==> config.mk <==
export PLATFORM = sky130hd
export DESIGN_NAME = hadamard_issuer
export DESIGN_NICKNAME = d
export VERILOG_FILES = /design/src/rtl/hadamard_pkg.sv /design/src/rtl/hd_watchdog.sv /design/src/rtl/hadamard_issuer.sv
export SDC_FILE = /design/constraint.sdc
export NUM_CORES = 1
export LEC_CHECK = 0
export BUFFER_PORTS_ARGS = -buffer_cell sky130_fd_sc_hd__clkbuf_2
export CAP_MARGIN = 20
export CORE_AREA = 2 2 173 175
export DETAILED_ROUTE_END_ITERATION = 6
export DIE_AREA = 0 0 175 177
export PLACE_DENSITY_LB_ADDON = 0.08
export SYNTH_ARGS = -nofsm -noshare
export SYNTH_HDL_FRONTEND = slang
export SYNTH_SLANG_ARGS = --single-unit
==> constraint.sdc <==
create_clock -name clk -period 2.01 [get_ports clk]
set_input_delay 0.1005 -clock clk [delete_from_list [all_inputs] [get_ports clk]]
set_output_delay 0.1005 -clock clk [all_outputs]
set_load 0.005 [all_outputs]
==> src/rtl/hadamard_pkg.sv <==
// Shared definitions for the complexhadamard start/done protocol:
// FSM state encoding, lane count and lane-packing helpers.
package hadamard_pkg;

    typedef enum logic [1:0] {
        ST_IDLE  = 2'd0,
        ST_ISSUE = 2'd1,
        ST_WAIT  = 2'd2
    } hd_state_e;

    localparam int LANES     = 4;
    localparam int DEF_FMT_W = 9;
    localparam int DEF_BUS_W = DEF_FMT_W * LANES;

    // Lane k of a packed bus occupies [lane_lsb(k)+fmt_w-1 : lane_lsb(k)].
    function automatic int lane_lsb(input int lane, input int fmt_w);
        return lane * fmt_w;
    endfunction

endpackage

==> src/rtl/hd_watchdog.sv <==
// Butterfly watchdog: counts cycles while enabled, clears on request,
// fire_o asserts while enabled and the count has reached TIMEOUT.
// Ports: clk, rst (async active-low), clr_i, en_i, fire_o.
module hd_watchdog #(
    parameter int TIMEOUT = 15,
    parameter int CW      = $clog2(TIMEOUT + 1)
) (
    input  logic clk,
    input  logic rst,
    input  logic clr_i,
    input  logic en_i,
    output logic fire_o
);

    logic [CW-1:0] cnt_q;
    logic [CW-1:0] cnt_d;

    always_comb begin
        cnt_d = cnt_q;
        if (clr_i) begin
            cnt_d = '0;
        end else if (en_i && (cnt_q != CW'(TIMEOUT))) begin
            cnt_d = cnt_q + 1'b1;
        end
    end

    always_ff @(posedge clk or negedge rst) begin
        if (!rst) begin
            cnt_q <= '0;
        end else begin
            cnt_q <= cnt_d;
        end
    end

    assign fire_o = en_i && (cnt_q == CW'(TIMEOUT));

endmodule

==> src/rtl/hadamard_issuer.sv <==
// Initiator for complexhadamard: latches one 4-lane group per beat, pulses
// hd_start, waits for hd_done, holds the result on out_* until taken.
// Ports: clk/rst (async active-low); in_* upstream valid/ready + operands;
// hd_* butterfly handshake; out_* downstream valid/ready + result/last;
// err_timeout sticky watchdog flag.
module hadamard_issuer
    import hadamard_pkg::*;
#(
    parameter int expWidth    = 4,
    parameter int sigWidth    = 4,
    parameter int formatWidth = 9,
    parameter int GROUPS      = 16,
    parameter int TIMEOUT     = 15,
    parameter int BW          = formatWidth * LANES
) (
    input  logic          clk,
    input  logic          rst,
    input  logic          in_valid,
    output logic          in_ready,
    input  logic [BW-1:0] in_real,
    input  logic [BW-1:0] in_imag,
    input  logic [BW-1:0] tw_real,
    input  logic [BW-1:0] tw_imag,
    output logic          hd_start,
    output logic [BW-1:0] hd_input_real,
    output logic [BW-1:0] hd_input_imag,
    output logic [BW-1:0] hd_twiddle_real,
    output logic [BW-1:0] hd_twiddle_imag,
    input  logic [BW-1:0] hd_output_real,
    input  logic [BW-1:0] hd_output_imag,
    input  logic          hd_done,
    output logic          out_valid,
    input  logic          out_ready,
    output logic [BW-1:0] out_real,
    output logic [BW-1:0] out_imag,
    output logic          out_last,
    output logic          err_timeout
);

    localparam int GW = (GROUPS > 1) ? $clog2(GROUPS) : 1;

    if (formatWidth != expWidth + sigWidth + 1) begin : g_fmt_chk
        $error("formatWidth must equal expWidth+sigWidth+1");
    end
    if (TIMEOUT < 5) begin : g_to_chk
        $error("TIMEOUT must be at least 5");
    end

    hd_state_e     state_q, state_d;
    logic [BW-1:0] ir_q, ir_d, ii_q, ii_d;
    logic [BW-1:0] tr_q, tr_d, ti_q, ti_d;
    logic [BW-1:0] or_q, or_d, oi_q, oi_d;
    logic          ov_q, ov_d;
    logic          last_q, last_d;
    logic          err_q, err_d;
    logic [GW-1:0] gidx_q, gidx_d;
    logic          accept;
    logic          wd_fire;
    logic          is_last;

    // Result register must be empty (or draining) before a new group starts.
    assign in_ready = (state_q == ST_IDLE) && (!ov_q || out_ready);
    assign accept   = in_valid && in_ready;
    assign is_last  = (gidx_q == GW'(GROUPS - 1));

    hd_watchdog #(
        .TIMEOUT (TIMEOUT)
    ) u_wd (
        .clk    (clk),
        .rst    (rst),
        .clr_i  (state_q != ST_WAIT),
        .en_i   (state_q == ST_WAIT),
        .fire_o (wd_fire)
    );

    always_comb begin
        state_d = state_q;
        ir_d    = ir_q;
        ii_d    = ii_q;
        tr_d    = tr_q;
        ti_d    = ti_q;
        or_d    = or_q;
        oi_d    = oi_q;
        ov_d    = ov_q;
        last_d  = last_q;
        err_d   = err_q;
        gidx_d  = gidx_q;

        if (ov_q && out_ready) begin
            ov_d = 1'b0;
        end

        unique case (state_q)
            ST_IDLE: begin
                if (accept) begin
                    ir_d    = in_real;
                    ii_d    = in_imag;
                    tr_d    = tw_real;
                    ti_d    = tw_imag;
                    state_d = ST_ISSUE;
                end
            end
            ST_ISSUE: begin
                state_d = ST_WAIT;
            end
            ST_WAIT: begin
                // Done takes priority over a watchdog firing in the same cycle.
                if (hd_done) begin
                    or_d    = hd_output_real;
                    oi_d    = hd_output_imag;
                    ov_d    = 1'b1;
                    last_d  = is_last;
                    gidx_d  = is_last ? '0 : gidx_q + 1'b1;
                    state_d = ST_IDLE;
                end else if (wd_fire) begin
                    err_d   = 1'b1;
                    state_d = ST_IDLE;
                end
            end
            default: begin
                state_d = ST_IDLE;
            end
        endcase
    end

    always_ff @(posedge clk or negedge rst) begin
        if (!rst) begin
            state_q <= ST_IDLE;
            ir_q    <= '0;
            ii_q    <= '0;
            tr_q    <= '0;
            ti_q    <= '0;
            or_q    <= '0;
            oi_q    <= '0;
            ov_q    <= 1'b0;
            last_q  <= 1'b0;
            err_q   <= 1'b0;
            gidx_q  <= '0;
        end else begin
            state_q <= state_d;
            ir_q    <= ir_d;
            ii_q    <= ii_d;
            tr_q    <= tr_d;
            ti_q    <= ti_d;
            or_q    <= or_d;
            oi_q    <= oi_d;
            ov_q    <= ov_d;
            last_q  <= last_d;
            err_q   <= err_d;
            gidx_q  <= gidx_d;
        end
    end

    assign hd_start        = (state_q == ST_ISSUE);
    assign hd_input_real   = ir_q;
    assign hd_input_imag   = ii_q;
    assign hd_twiddle_real = tr_q;
    assign hd_twiddle_imag = ti_q;
    assign out_valid       = ov_q;
    assign out_real        = or_q;
    assign out_imag        = oi_q;
    assign out_last        = last_q;
    assign err_timeout     = err_q;

endmodule

## After elaboration in Yosys (flattened, before gate mapping)

Index checks and enable logic that the tools add are counted.

| storage, ports and cells | value |
|---|---|
| bits in registers | 229 |
| logic and storage cells | 46 |

| operators by class | value |
|---|---|
| $add $sub $neg | 2 |
| equality and inequality tests | 8 |
| mux-type cells | 10 |
| bitwise operators | 1 |
| reductions and logical operators | 13 |

Operator list:

| cell | number |
|---|---|
| 2-to-1 mux 4 bit | 3 |
| adder 4 x 1 -> 4 bit (second input constant) | 2 |
| == test 4 bit (second input constant) | 2 |
| 2-to-1 mux 2 bit | 3 |
| one-hot mux 2 bit (3 select lines) | 1 |
| AND reduction 2 bit | 3 |
| logical AND 1 bit | 5 |
| != test 2 bit (second input constant) | 2 |
| != test 4 bit (second input constant) | 1 |
| 2-to-1 mux 1 bit | 3 |
| != test 3 bit (second input constant) | 1 |
| AND reduction 3 bit | 1 |
| == test 2 x 1 -> 1 bit (second input constant) | 1 |
| == test 2 bit (second input constant) | 1 |
| logical NOT 2 bit | 1 |
| nonzero test 2 bit | 1 |
| logical NOT 1 bit | 1 |
| logical OR 1 bit | 1 |
| NOT 1 bit | 1 |

## Logic depth before layout (Yosys ltp)

Gate-level depths: netlist (run 1).

| logic depth | value |
|---|---|
| depth after elaboration | 6 |
| gate-level depth with buffers | 6 |
| gate-level depth less buffers | 4 |

## Hierarchy

A second synthesis (run 1) with hierarchy kept.

| second synthesis, totals | value |
|---|---|
| cell total of the unflattened synthesis | 669 |
| area, all modules | 8846.0 um2 |

Modules (own cells, without submodules):

| module | instances | cells an instance | area an instance (um2) | seq. area each (um2) |
|---|---|---|---|---|
| hadamard_issuer | 1 | 648 | 8607.0 | 5630.4 |
| hd_watchdog | 1 | 21 | 239.0 | 100.1 |

## Least setup slack after synthesis (run 1)

No wires, ideal clock.

| timing path | value |
|---|---|
| kind | register -> register |
| from | register state_q[1] |
| to | register ii_q[0], in the netlist hd_input_imag[0] |
| library setup time | 0.125 ns |
| data arrival time | 1.370 ns |
| required time | 1.885 ns |
| path slack | 0.515 ns |
| stages on the path, launching flop included | 7 |
| buffers on the path | 3 |
| clock period less this slack | 1.495 ns |
| path through | dfrtp_1 nor2_1 and3_1 buf_6 buf_6 buf_6 mux2_4 |

| between the ends | value |
|---|---|
| cells in the longest elaborated chain, start to end | 4 |

RTL lines:

| element | line | text |
|---|---|---|
| start: declaration | hadamard_issuer.sv:49 | `hd_state_e state_q, state_d;` |
| start signal: assignment | hadamard_issuer.sv:140 | `state_q <= state_d;` |
| logical NOT 2 bit * | hadamard_issuer.sv:62, hadamard_issuer.sv:93 |  |
| logical AND 1 bit | hadamard_issuer.sv:62 | `assign in_ready = (state_q == ST_IDLE) && (!ov_q \|\| out_ready);` |
| logical AND 1 bit | hadamard_issuer.sv:63 | `assign accept = in_valid && in_ready;` |
| AND reduction 2 bit (no source line) * | n/a |  |
| end signal: assignment | hadamard_issuer.sv:142 | `ii_q <= ii_d;` |
| end: declaration | hadamard_issuer.sv:50 | `logic [BW-1:0] ir_q, ir_d, ii_q, ii_d;` |

Mark *: on every way between the ends. The rest lies on a longest branch, timed or not.
A chain may end at the register's enable or synchronous reset.

## Worst setup path in the final report (run 1)

| timing path | value |
|---|---|
| from | register state_q[1] |
| to | register ii_q[35], in the netlist hd_input_imag[35] |

The elaborated chain is that of the path after synthesis.

==> metrics.md, run 1 <==
| Metric | Value |
|---|---|
| Fill cells | `2623` |
| Synth unique cells | `29` |
| Worst VDD drop | `0.0006775 V` |
| Avg Inst Size Synth | `13.23 um2` |
| Die Ht | `177 um` |
| Maximum fanout along the worst path | `72` |
| Worst slack at placement | `0.3222 ns` |
| Port buffer count | `441` |
| Worst-Margin Slew | `0.6039 ns` |
| Setup TNS | `0 ns` |
| Critical Path Start | `state_q[1]` |
| Arrival @ worst endpoint | `2.09 ns` |
| Worst path required time | `2.42 ns` |
| Num rows | `63` |
| Leak pwr | `0.007550 uW` |
| Largest net degree at the start of global routing | `73` |
| Syn Inst Count | `664` |
| Setup crit start kind | `flip-flop` |
| First-pass GRT wire length | `42050 um` |
| Combinational Power Share | `0.362` |
| Die Area | `30980 um2` |
| PnR worst setup slack | `0.3258 ns` |
| Boundary Pins | `442` |
| Status | `completed` |
| Longest Clk Path Bufs | `3` |
| H-tree Lvls | `1` |
| Share of cells above drive strength 1 | `0.4775` |
| Initial antenna violation count | `0` |
| Psw | `6436 uW` |
| Post-CTS Setup Repair Bufs | `0` |
| Area leader, netlist | `dfrtp_1` |
| Grt ovf | `0` |
| Gpl congestion | `0.7632` |
| Ys Warns | `0` |
| Setup violators final | `0` |
| DRC Markers | `0` |
| Drt wl/cell | `15.61 um` |
| Worst reg2reg startpoint | `state_q[1]` |
| Crit end category | `flip-flop` |
| Initial drt markers | `231` |
| P_int | `14360 uW` |
| RSZ-0062 raised after global routing | `no` |
| Pwr/cell area | `1413 nW/um2` |
| Post-DR vias/cell | `4.209` |
| Fin nets | `1562` |
| Max Cap Violations | `0` |
| Area of the multi-input gates | `2870 um2` |
| Hold Path Class | `primary input to async pin` |
| CTS Sinks | `229` |
| Worst slew margin relative to its limit | `0.5962` |
| CTS tree | `yes` |
| Switch share | `0.3095` |
| TritonCTS Buffers | `28` |
| Final Max Slew Viols | `0` |
| Sequential Area | `5731 um2` |
| Vias in the first global route | `7755` |
| Top cells by area, synth | `dfrtp_1 (65%), mux2_2 (12%), nand2_1 (9.7%)` |
| Ys flop type | `dfrtp_1` |
| F_max | `0.5937 GHz` |
| Number of synthesized register bits | `229` |
| Seq/Total Area, Yosys | `0.6523` |
| Area Overhead vs Synth | `67.50%` |
| Period minus WS final | `1.684 ns` |
| Core Footprint | `29240 um2` |
| DRT Pass-1 Iters | `4` |
| # resized after CTS | `0` |
| Post-Route WL | `27300 um` |
| Fin crit share | `0.8379` |
| Vias | `7358` |
| Clock tree root buffer cell | `clkbuf_16` |
| Clock skew | `0.006957 ns` |
| Synth Net Count | `887` |
| Placed wire-length estimate | `18520 um` |
| Final ANT Viol Nets | `0` |
| GR Util All Layers | `0.1692` |
| Reg clk slew, reported paths | `0.06 ns` |
| Top-area cell type share of the netlist area | `0.6523` |
| Power share of the clock group | `0.249` |
| Synthesized area | `8785 um2` |
| CP Class | `flip-flop to flip-flop` |
| Clk Latency, worst-skew pair | `0.53 ns` |
| Seq pwr share | `0.389` |
| Post-synth EDFFs | `0` |
| Hold Fails Final Rpt | `0` |
| Starting Density | `0.3004` |
| Fraction of registers with async set/reset | `1.000` |
| Die W | `175 um` |
==> layout make-up <==
type                    count  area share
flip-flops and latches    229      0.3895
clock inverters             9    0.009099
diodes                      1   0.0001701
well taps                 390     0.03316
repair buffers            677      0.3168
clock buffers              39     0.05595
multi-input cells         402      0.1951
inverters                   1   0.0002551
==> cell families after synthesis <==
kind of cell / share of synthesized area
AOI/OAI and AO/OA: 0.006268
xor gates and xnor gates: 0.001994
adders and majority gates: 0.002848
buffers and inverters: 0.02165
DFF: 0.6523
muxes: 0.2067
and+or+nand+nor: 0.1082
==> metrics by stage <==
stage               area, um2  hold WS [ns]  cells  power [uW]    util
floorplan                8785       -0.1951    664       11770       -
global placement        11560       0.09404   1480       15320  0.3954
detailed placement      11560       0.09062   1480       15420  0.3954
CTS                     14710        0.1230   1747       21080  0.5031
global route            14710        0.1329   1747       22260  0.5031
finish                  14710       0.09631   1748       20800  0.5031
==> cell usage in the layout, fill, tap and decap left out, types with 2 or more instances in the layout <==
cell type	instances
ha_1	2
mux2_4	49
nand2b_1	2
nand2_1	226
nor2_1	6
mux2_2	95
o21ai_0	2
clkbuf_8	6
dfrtp_1	229
clkbuf_1	4
clkbuf_2	440
clkinvlp_4	4
dlygate4sd3_1	219
clkbuf_16	29
nor3_1	2
xnor2_1	2
bufinv_16	3
nand3_1	3
buf_4	7
buf_12	10
==> per-layer routing <==
| metal | routed length [um] | vias up | part of all wire | global-route usage |
|---|---|---|---|---|
| met1 | 10760 | 3503 | 0.39 | 0.1999 |
| met3 | 2194 | 43 | 0.080 | 0.05262 |
| li1 | - | 3530 | - | - |
| met2 | 13760 | 282 | 0.50 | 0.2955 |
| met4 | 580 | 0 | 0.021 | 0.05069 |
| met5 | 0 | - | 0 | 0 |
==> power groups by stage <==
stage	Sequential (uW)	Clock (uW)	Combinational, uW
global placement	8110	0	7210
CTS	8080	5350	7660
finish	8080	5190	7530
floorplan	8230	0	3540
detailed placement	8110	0	7310
global route	8380	5600	8280
==> flip-flops by register name (all words and copies together) (netlist names), 4 cells and up <==
name and cells:
out_imag 36, out_real 36, hd_twiddle_real 36, hd_input_imag 36, gidx_q 4, hd_twiddle_imag 36, u_wd.cnt_q 4, hd_input_real 36
==> final timing paths <==
check                                     to  slack [ns]  depth (start not counted)
min in group clk                  state_q[0]        0.13                          3
max                        hd_input_imag[35]        0.33                          4
max in group asynchronous       out_imag[20]        1.16                          3
min reg2reg                      err_timeout        0.47                          1
min                        hd_input_real[21]         0.1                          2
max reg2reg                hd_input_imag[35]        0.33                          4
==> critical path: stages, from the launching register on <==
cell	delay, ns
dfrtp_1	0.41
nor2_1	0.15
and3_4	0.23
buf_12	0.31
mux2_2	0.39
==> cells in the mapped netlist (2+ instances only) <==
cell      count
dfrtp_1     229
nand2_1     226
mux2_2       95
mux2_4       49
buf_2        11
clkbuf_1      8
buf_6         7
buf_1         6
nor2_1        6
nand3_1       3
ha_1          2
nand2b_1      2
nor3_1        2
o21ai_0       2
xnor2_1       2
==> timing repair <==
| item | CTS | global route |
|---|---|---|
| setup endpoints to repair | 0 | 0 |
| hold endpoints to repair | 380 | 0 |
| hold buffers | 219 | 0 |
(Power assumes the default switching activity.)
==> run 2, diff against run 1 <==
--- a/config.mk
+++ b/config.mk
@@ -5,11 +5,12 @@
 export SDC_FILE = /design/constraint.sdc
 export NUM_CORES = 1
 export LEC_CHECK = 0
+export ABC_AREA = 1
 export BUFFER_PORTS_ARGS = -buffer_cell sky130_fd_sc_hd__clkbuf_2
 export CAP_MARGIN = 20
-export CORE_AREA = 2 2 173 175
+export CORE_AREA = 2 2 172 174
 export DETAILED_ROUTE_END_ITERATION = 6
-export DIE_AREA = 0 0 175 177
+export DIE_AREA = 0 0 174 176
 export PLACE_DENSITY_LB_ADDON = 0.08
 export SYNTH_ARGS = -nofsm -noshare
 export SYNTH_HDL_FRONTEND = slang
==> constraint.sdc (replaced) <==
create_clock -name clk -period 1.41 [get_ports clk]
set_input_delay 0.0705 -clock clk [delete_from_list [all_inputs] [get_ports clk]]
set_output_delay 0.0705 -clock clk [all_outputs]
set_load 0.005 [all_outputs]
==> run 2 against run 1 <==
Net effect:
- area after synthesis down 0.97%
- first-iteration DRC count up 50%
- final cell count up 18%
- sequential cell count unchanged
- critical path depth unchanged
- via count up 17%
- setup slack worse by 0.31 ns
- critical path type is now flip-flop to output pin
- highest routed layer unchanged
==> metrics.md, run 2 <==
| Metric | Value |
|---|---|
| Vias | `8622 (+17%)` |
| Hold Path Class | `primary input to flip-flop` |
| Worst slew margin relative to its limit | `0.7697 (+0.1735)` |
| Power after layout | `28370 uW (+36%)` |
| First-pass GRT wire length | `46550 um (+11%)` |
| Worst path required time | `1.34 ns (-1.08 ns)` |
| CP cell instances | `inv_2, buf_6, and3_1, clkbuf_2` |
| F_max | `0.7156 GHz` |
| Synth Net Count | `1204 (+36%)` |
| Fraction of registers with async set/reset | `1.000 (unchanged)` |
| Arrival @ worst endpoint | `1.33 ns (-0.76 ns)` |
| Synth unique cells | `21 (-28%)` |
| Fin cells | `2064 (+18%)` |
| Clk Latency, worst-skew pair | `0.52 ns (about the same)` |
| Pwr/cell area | `1924 nW/um2 (+36%)` |
| Initial antenna violation count | `0 (unchanged)` |
| Largest net degree at the start of global routing | `63 (-14%)` |
| Antenna cells | `0 (-1)` |
| Period minus WS final | `1.397 ns` |
| Top cells by area, synth | `dfrtp_1 (66%), nand2_1 (29%), buf_2 (1.7%)` |
| CTS tree | `yes` |
| Ys flop type | `dfrtp_1` |
| H-tree Lvls | `1 (unchanged)` |
| Num rows | `62 (-1.6%)` |
| Setup crit start kind | `flip-flop` |
| RSZ-0062 raised after global routing | `yes` |
| Worst VDD drop | `0.0009682 V (+43%)` |
| Commonest cells in the netlist | `nand2_1 (666), dfrtp_1 (229), buf_2 (29)` |
| Top-area cell type share of the netlist area | `0.6587 (+0.006380)` |
| Fill cells | `2705 (+3.1%)` |
| Longest Clk Path Bufs | `3 (unchanged)` |
| Area of the multi-input gates | `2706 um2 (-5.7%)` |
| Die W | `174 um (-0.57%)` |
| Area Overhead vs Synth | `69.44%` |
| Seq/Total Area, Yosys | `0.6587 (+0.006380)` |
| R2r setup slk | `0.05 ns (-0.28 ns)` |
| Setup violators final | `0 (unchanged)` |
| GR Util All Layers | `0.1876 (+0.01842)` |
| Avg Inst Size Synth | `8.868 um2 (-33%)` |
| Most common cell after layout, fill and taps aside | `nand2_1` |
| Fin nets | `1887 (+21%)` |
| Placed wire-length estimate | `20120 um (+8.6%)` |
| Area leader, netlist | `dfrtp_1` |
| Util after Layout | `0.5163 (+0.01320)` |
| Max Cap Violations | `0 (unchanged)` |
| Post-synth EDFFs | `0 (unchanged)` |
| Most numerous cell in the Yosys netlist | `nand2_1` |
| Leak pwr | `0.008330 uW (+10%)` |
| Boundary Pins | `442 (unchanged)` |
| Worst path bufs/invs | `3 (+2)` |
| Post-Route WL | `29730 um (+8.9%)` |
| Number of synthesized register bits | `229 (unchanged)` |
| Crit end category | `output pin` |
| Post-DR vias/cell | `4.177 (-0.76%)` |
| Status | `completed` |
| Initial drt markers | `346 (+50%)` |
| Syn Inst Count | `981 (+48%)` |
| Placed Cells | `1790 (+21%)` |
| Final ANT Viol Nets | `0 (unchanged)` |
| Synthesized area | `8700 um2 (-0.97%)` |
| Clock skew | `0.005777 ns (-0.001180 ns)` |
| Drt wl/cell | `14.40 um (-7.8%)` |
| DRC Markers | `0 (unchanged)` |
| CP Class | `flip-flop to output pin` |
| Core Footprint | `28550 um2 (-2.4%)` |
| Die Area | `30620 um2 (-1.1%)` |
| Die Ht | `176 um (-0.56%)` |
| Setup TNS | `0 ns (unchanged)` |
| Ys Warns | `0 (unchanged)` |
| DRT Pass-1 Iters | `4 (unchanged)` |
| Hold Fails Final Rpt | `0 (unchanged)` |
| Vias in the first global route | `8922 (+15%)` |
| Sequential Area | `5731 um2 (unchanged)` |
| Slowest-stage cell, CP | `dfrtp_1` |
| Clock tree root buffer cell | `clkbuf_16` |
| TritonCTS Buffers | `27 (-3.6%)` |
| Grt ovf | `0 (unchanged)` |
| Gpl congestion | `0.7795 (+2.1%)` |
| Fin crit share | `0.9910` |
| Most frequent cells in the layout | `nand2_1 (652), clkbuf_2 (439), dfrtp_1 (229), dlygate4sd3_1 (220), clkbuf_16 (31)` |
| Worst-Margin Slew | `0.3454 ns (-0.2585 ns)` |
| CTS Sinks | `229 (unchanged)` |
| Critical Path Max Stage Delay | `0.38 ns (-0.03 ns)` |
| Reg clk slew, reported paths | `0.06 ns (about the same)` |
| Final Max Slew Viols | `0 (unchanged)` |
| Largest delay contributor family on the critical path | `flip-flops` |
| Port buffer count | `441 (unchanged)` |
| Maximum fanout along the worst path | `4 (-94%)` |
| Share of cells above drive strength 1 | `0.3190 (-0.1585)` |
| Starting Density | `0.3047 (+0.004353)` |
## run 2: cell types whose count changed in the layout (fill, tap and decap cells not counted), sizes merged, moves of 3 or more
cell	change
nand2	+440
buf	+20
bufinv	-3
clkbuf	+4
clkinvlp	-4
inv	+11
mux2	-144
nor2	+4
## run 2: per-stage QoR
| stage | hold slack, ns | instance area [um2] | setup slack, ns |
|---|---|---|---|
| 2_1_floorplan | -0.2251 | 8700 | 0.1760 |
| 3_3_place_gp | -0.07569 | 11540 | 0.03481 |
| 3_5_place_dp | -0.07430 | 11540 | 0.008802 |
| 4_1_cts | 0.1095 | 14530 | -0.03136 |
| 5_1_grt | 0.1599 | 14740 | -0.05981 |
| 6_report | 0.1434 | 14740 | 0.01262 |
## run 2: final cells by class
class / count / area share
Inverter: 11 / 0.003480
Clock inverter: 5 / 0.001952
Clock buffer: 40 / 0.05051
Multi-Input combinational cell: 694 / 0.1836
Timing Repair Buffer: 701 / 0.3391
Tap cell: 384 / 0.03259
Sequential cell: 229 / 0.3888
## run 2: metal layers
metal	track usage	vias to the layer above	wire length, um
li1	-	4315	-
met1	0.2270	3923	12110
met2	0.3214	324	14320
met3	0.05556	60	2388
met4	0.06197	0	911
met5	0	-	0
## run 2: path summary, 6_finish.rpt
kind                            depth (start not counted)         from                end
worst max-delay path                                    4   state_q[0]           in_ready
worst max register to register                          6   state_q[0]          gidx_q[2]
min in group asynchronous                               3          rst        out_imag[9]
worst min register to register                          1  err_timeout        err_timeout
worst min-delay path                                    5     in_valid  hd_input_imag[19]
max in group asynchronous                               4          rst  hd_input_imag[32]
## run 2: worst reg2reg max path: cells and delay by family, from the launching register on
family	cells	cell delay [ns]
xor+xnor	1	0.16
buf+inv	3	0.41
flops	1	0.38
simple gates	2	0.32
## run 2: report_power, final
part	internal (uW)	switching, uW
clock network	3610	2650
logic	5040	5720
registers	9650	1690
total	18300	10100
## run 2: cell families after synthesis
family                   after synthesis  share of synthesized area
AND/OR/NAND/NOR                      682                     0.2960
flip-flops                           229                     0.6587
buffers and inverters                 58                    0.03509
AO/OA/AOI/OAI                          8                   0.005322
XOR/XNOR                               2                   0.002014
adder cells (fa/ha/maj)                2                   0.002876
## run 2: timing repair
action / CTS / global route
pin swaps: 0 / 3
endpoints found under the hold margin: 449 / 15
gates resized for setup: 2 / 28
hold buffers: 220 / 1
cloned: 0 / 5
endpoints found under the setup margin: 2 / 181
buffers inserted: 0 / 4
==> run 3, diff against run 2 <==
--- a/config.mk
+++ b/config.mk
@@ -8,10 +8,11 @@
 export ABC_AREA = 1
 export BUFFER_PORTS_ARGS = -buffer_cell sky130_fd_sc_hd__clkbuf_2
 export CAP_MARGIN = 20
-export CORE_AREA = 2 2 172 174
+export CORE_AREA = 2 2 173 175
 export DETAILED_ROUTE_END_ITERATION = 6
-export DIE_AREA = 0 0 174 176
+export DIE_AREA = 0 0 175 177
 export PLACE_DENSITY_LB_ADDON = 0.08
 export SYNTH_ARGS = -nofsm -noshare
 export SYNTH_HDL_FRONTEND = slang
+export SYNTH_HIERARCHICAL = 1
 export SYNTH_SLANG_ARGS = --single-unit
==> run 3 against run 2 <==
Net effect:
- the run now ends with setup timing left
- final cell count increased by 0.78%
- die area rose by 1.1%
- wire length decreased by 0.38%
- worst hold slack got worse by 0.093 ns
- critical path type unchanged
==> metrics.md, run 3 <==
| Metric | Value |
|---|---|
| Setup violators final | `1 (+1)` |
| Clk Latency, worst-skew pair | `0.53 ns (about the same)` |
| Longest Clk Path Bufs | `3 (unchanged)` |
| Worst-Margin Slew | `0.3414 ns (-0.004004 ns)` |
| Final Max Slew Viols | `0 (unchanged)` |
| Worst path bufs/invs | `2 (-1)` |
| TritonCTS Buffers | `28 (+3.7%)` |
| Avg Inst Size Synth | `8.848 um2 (-0.22%)` |
| CP Class | `flip-flop to output pin` |
| Share of cells above drive strength 1 | `0.3183 (-0.0007044)` |
| Pwr/cell area | `1945 nW/um2 (+1.0%)` |
| Core Footprint | `29240 um2 (+2.4%)` |
| Synthesized area | `8733 um2 (+0.39%)` |
| Clock tree root buffer cell | `clkbuf_16` |
| Area leader, netlist | `dfrtp_1` |
| CTS tree | `yes` |
| Leak pwr | `0.008377 uW (+0.57%)` |
| Vias in the first global route | `8960 (+0.43%)` |
| Period minus WS final | `1.437 ns (+0.03988 ns)` |
| Area Overhead vs Synth | `70.43%` |
| R2r setup slk | `0.04 ns (about the same)` |
| Power after layout | `28940 uW (+2.0%)` |
| Port buffer count | `441 (unchanged)` |
| Status | `finished, violations left` |
| Most numerous cell in the Yosys netlist | `nand2_1` |
| Fin crit share | `1.019 (+0.02829)` |
| Met1 Usage GRT | `0.2213 (-0.005697)` |
| Final ANT Viol Nets | `0 (unchanged)` |
| Critical Path End | `in_ready` |
| Ys flop type | `dfrtp_1` |
| Crit end category | `output pin` |
| Post-Route WL | `29620 um (-0.38%)` |
| Synth Net Count | `1210 (+0.50%)` |
| Post-DR vias/cell | `4.188 (+0.26%)` |
| DRT Pass-1 Iters | `4 (unchanged)` |
| Top cells by area, synth | `dfrtp_1 (66%), nand2_1 (29%), buf_2 (1.4%)` |
| PnR worst setup slack | `-0.02726 ns (-0.03988 ns)` |
| Boundary Pins | `442 (unchanged)` |
| CP cell instances | `nand2_2, buf_6, and3_4, buf_6` |
| Crit-path most repeated cell | `buf_6` |
| Top-area cell type share of the netlist area | `0.6562 (-0.002548)` |
| Reg clk slew, reported paths | `0.06 ns (about the same)` |
| Largest net degree at the start of global routing | `57 (-9.5%)` |
| Most common cell after layout, fill and taps aside | `nand2_1` |
| DRC Markers | `0 (unchanged)` |
| CTS Sinks | `229 (unchanged)` |
| Worst slew margin relative to its limit | `0.7724 (+0.002669)` |
| Largest delay contributor family on the critical path | `flip-flops` |
| Num rows | `63 (+1.6%)` |
| Die Area | `30980 um2 (+1.1%)` |
| Worst path required time | `1.34 ns (about the same)` |
| Met2 GRT Util | `0.3284 (+0.007011)` |
| Initial antenna violation count | `0 (unchanged)` |
| Instance count on the critical path | `4 (unchanged)` |
| RSZ-0062 raised after global routing | `yes` |
| Worst VDD drop | `0.0008619 V (-11%)` |
| First-pass GRT wire length | `46550 um (unchanged)` |
| F_max | `0.6958 GHz (-2.8%)` |
| Worst slack at placement | `0.008112 ns (-0.0006903 ns)` |
| Antenna cells | `0 (unchanged)` |
| Fin nets | `1896 (+0.48%)` |
| Fraction of registers with async set/reset | `1.000 (unchanged)` |
| Hold Fails Final Rpt | `0 (unchanged)` |
| H-tree Lvls | `1 (unchanged)` |
| Most Crowded Layer GR | `met2` |
| Clock skew | `0.008421 ns (+0.002645 ns)` |
| Vias | `8711 (+1.0%)` |
| Slowest-stage cell, CP | `dfrtp_1` |
| Setup crit start kind | `flip-flop` |
| Drt wl/cell | `14.24 um (-1.1%)` |
| Gpl congestion | `0.7866 (+0.91%)` |
| Initial drt markers | `364 (+5.2%)` |
| Critical Path Max Stage Delay | `0.38 ns (about the same)` |
| Worst reg2reg startpoint | `out_valid` |
| Post-synth EDFFs | `0 (unchanged)` |
| Ys Warns | `6 (+6)` |
| Seq/Total Area, Yosys | `0.6562 (-0.002548)` |
| Grt ovf | `0 (unchanged)` |
| Synth unique cells | `22 (+4.8%)` |
| Syn Inst Count | `987 (+0.61%)` |
| Arrival @ worst endpoint | `1.37 ns (+0.04 ns)` |
| Number of synthesized register bits | `229 (unchanged)` |
| Die W | `175 um (+0.57%)` |
| Setup TNS | `-0.02726 ns (-0.02726 ns)` |
| Critical Path Start | `out_valid` |
| Placed wire-length estimate | `20180 um (+0.31%)` |
| R2R cell count | `8 (+2)` |
| Starting Density | `0.2986 (-0.006107)` |
| Maximum fanout along the worst path | `2 (-2)` |
| Hold Path Class | `primary input to async pin` |
| GR Layer Usage met3 | `0.04618 (-0.009379)` |
| GR Util All Layers | `0.1854 (-0.002199)` |
| Commonest cells in the netlist | `nand2_1 (665), dfrtp_1 (229), buf_2 (24)` |
| Most frequent cells in the layout | `nand2_1 (663), clkbuf_2 (438), dfrtp_1 (229), dlygate4sd3_1 (219), clkbuf_16 (30)` |
| Failing checks | `setup timing` |
| Max Cap Violations | `0 (unchanged)` |
| Die Ht | `177 um (+0.57%)` |
| R2r endpoint | `hd_input_imag[24]` |
-- run 3: changes by cell type after synthesis, moves of 2 or more --
cell      change
inv_2         +2
buf_4         +2
nand2_2       +3
nor2_1        -5
nand4_1       +3
buf_2         -5
nand3_1       +5
clkbuf_1      +4
-- run 3: how the worst min path moves through the flow --
stage                               to  slack [ns]  cells past startpoint
after floorplan            err_timeout       -0.23                      0
after global placement    out_imag[13]       -0.01                      1
after detailed placement  out_imag[13]       -0.01                      1
after CTS                 out_imag[13]        0.03                      2
after global routing      out_imag[13]        0.06                      2
final                     out_imag[13]        0.05                      2
-- run 3: final cells by class --
class                           count  area, um2
Clock buffer                       45      865.8
Clock inverter                      2      15.01
Inverter                           13      51.30
Multi-Input combinational cell    698       2724
Sequential cell                   229       5731
Fill cell                        2799      14360
Timing Repair Buffer              703       5010
Tap cell                          390      488.0
-- run 3: power breakdown --
| group | switching, uW | internal, uW |
|---|---|---|
| registers | 1720 | 9660 |
| clock network | 2690 | 4140 |
| logic | 5700 | 5030 |
| total | 10100 | 18800 |
-- run 3: through the flow --
| step | hold WS (ns) | util | instance area (um2) | instances |
|---|---|---|---|---|
| after floorplan | -0.2251 | - | 8733 | 987 |
| after global placement | -0.01192 | 0.3986 | 11660 | 1805 |
| after global routing | 0.06419 | 0.5090 | 14880 | 2080 |
| after detailed placement | -0.01402 | 0.3986 | 11660 | 1805 |
| after CTS | 0.02823 | 0.5048 | 14760 | 2072 |
| final | 0.05023 | 0.5090 | 14880 | 2080 |
-- run 3: kinds of logic (layout without fill, tap and decap cells) --
family | count (synthesis) | count (layout) | share of synthesized area
xor gates and xnor gates | 1 | 1 | 0.001003
DFF | 229 | 229 | 0.6562
adders and majority gates | 2 | 2 | 0.002865
and+or+nand+nor | 689 | 689 | 0.3007
buffers and inverters | 60 | 763 | 0.03510
AOI/OAI and AO/OA | 6 | 6 | 0.004154
-- run 3: what timing repair did --
item | CTS | global route
gates resized for setup | 6 | 9
pin swaps | 2 | 1
gates cloned | 0 | 1
endpoints found under the setup margin | 4 | 222
hold buffers | 219 | 0
buffers inserted | 1 | 7
endpoints found under the hold margin | 448 | 0
-- run 3: per-layer routing --
metal	routed length [um]	share of wire
met3	2122	0.072
met1	12050	0.41
met5	0	0
met2	14540	0.49
met4	905	0.031
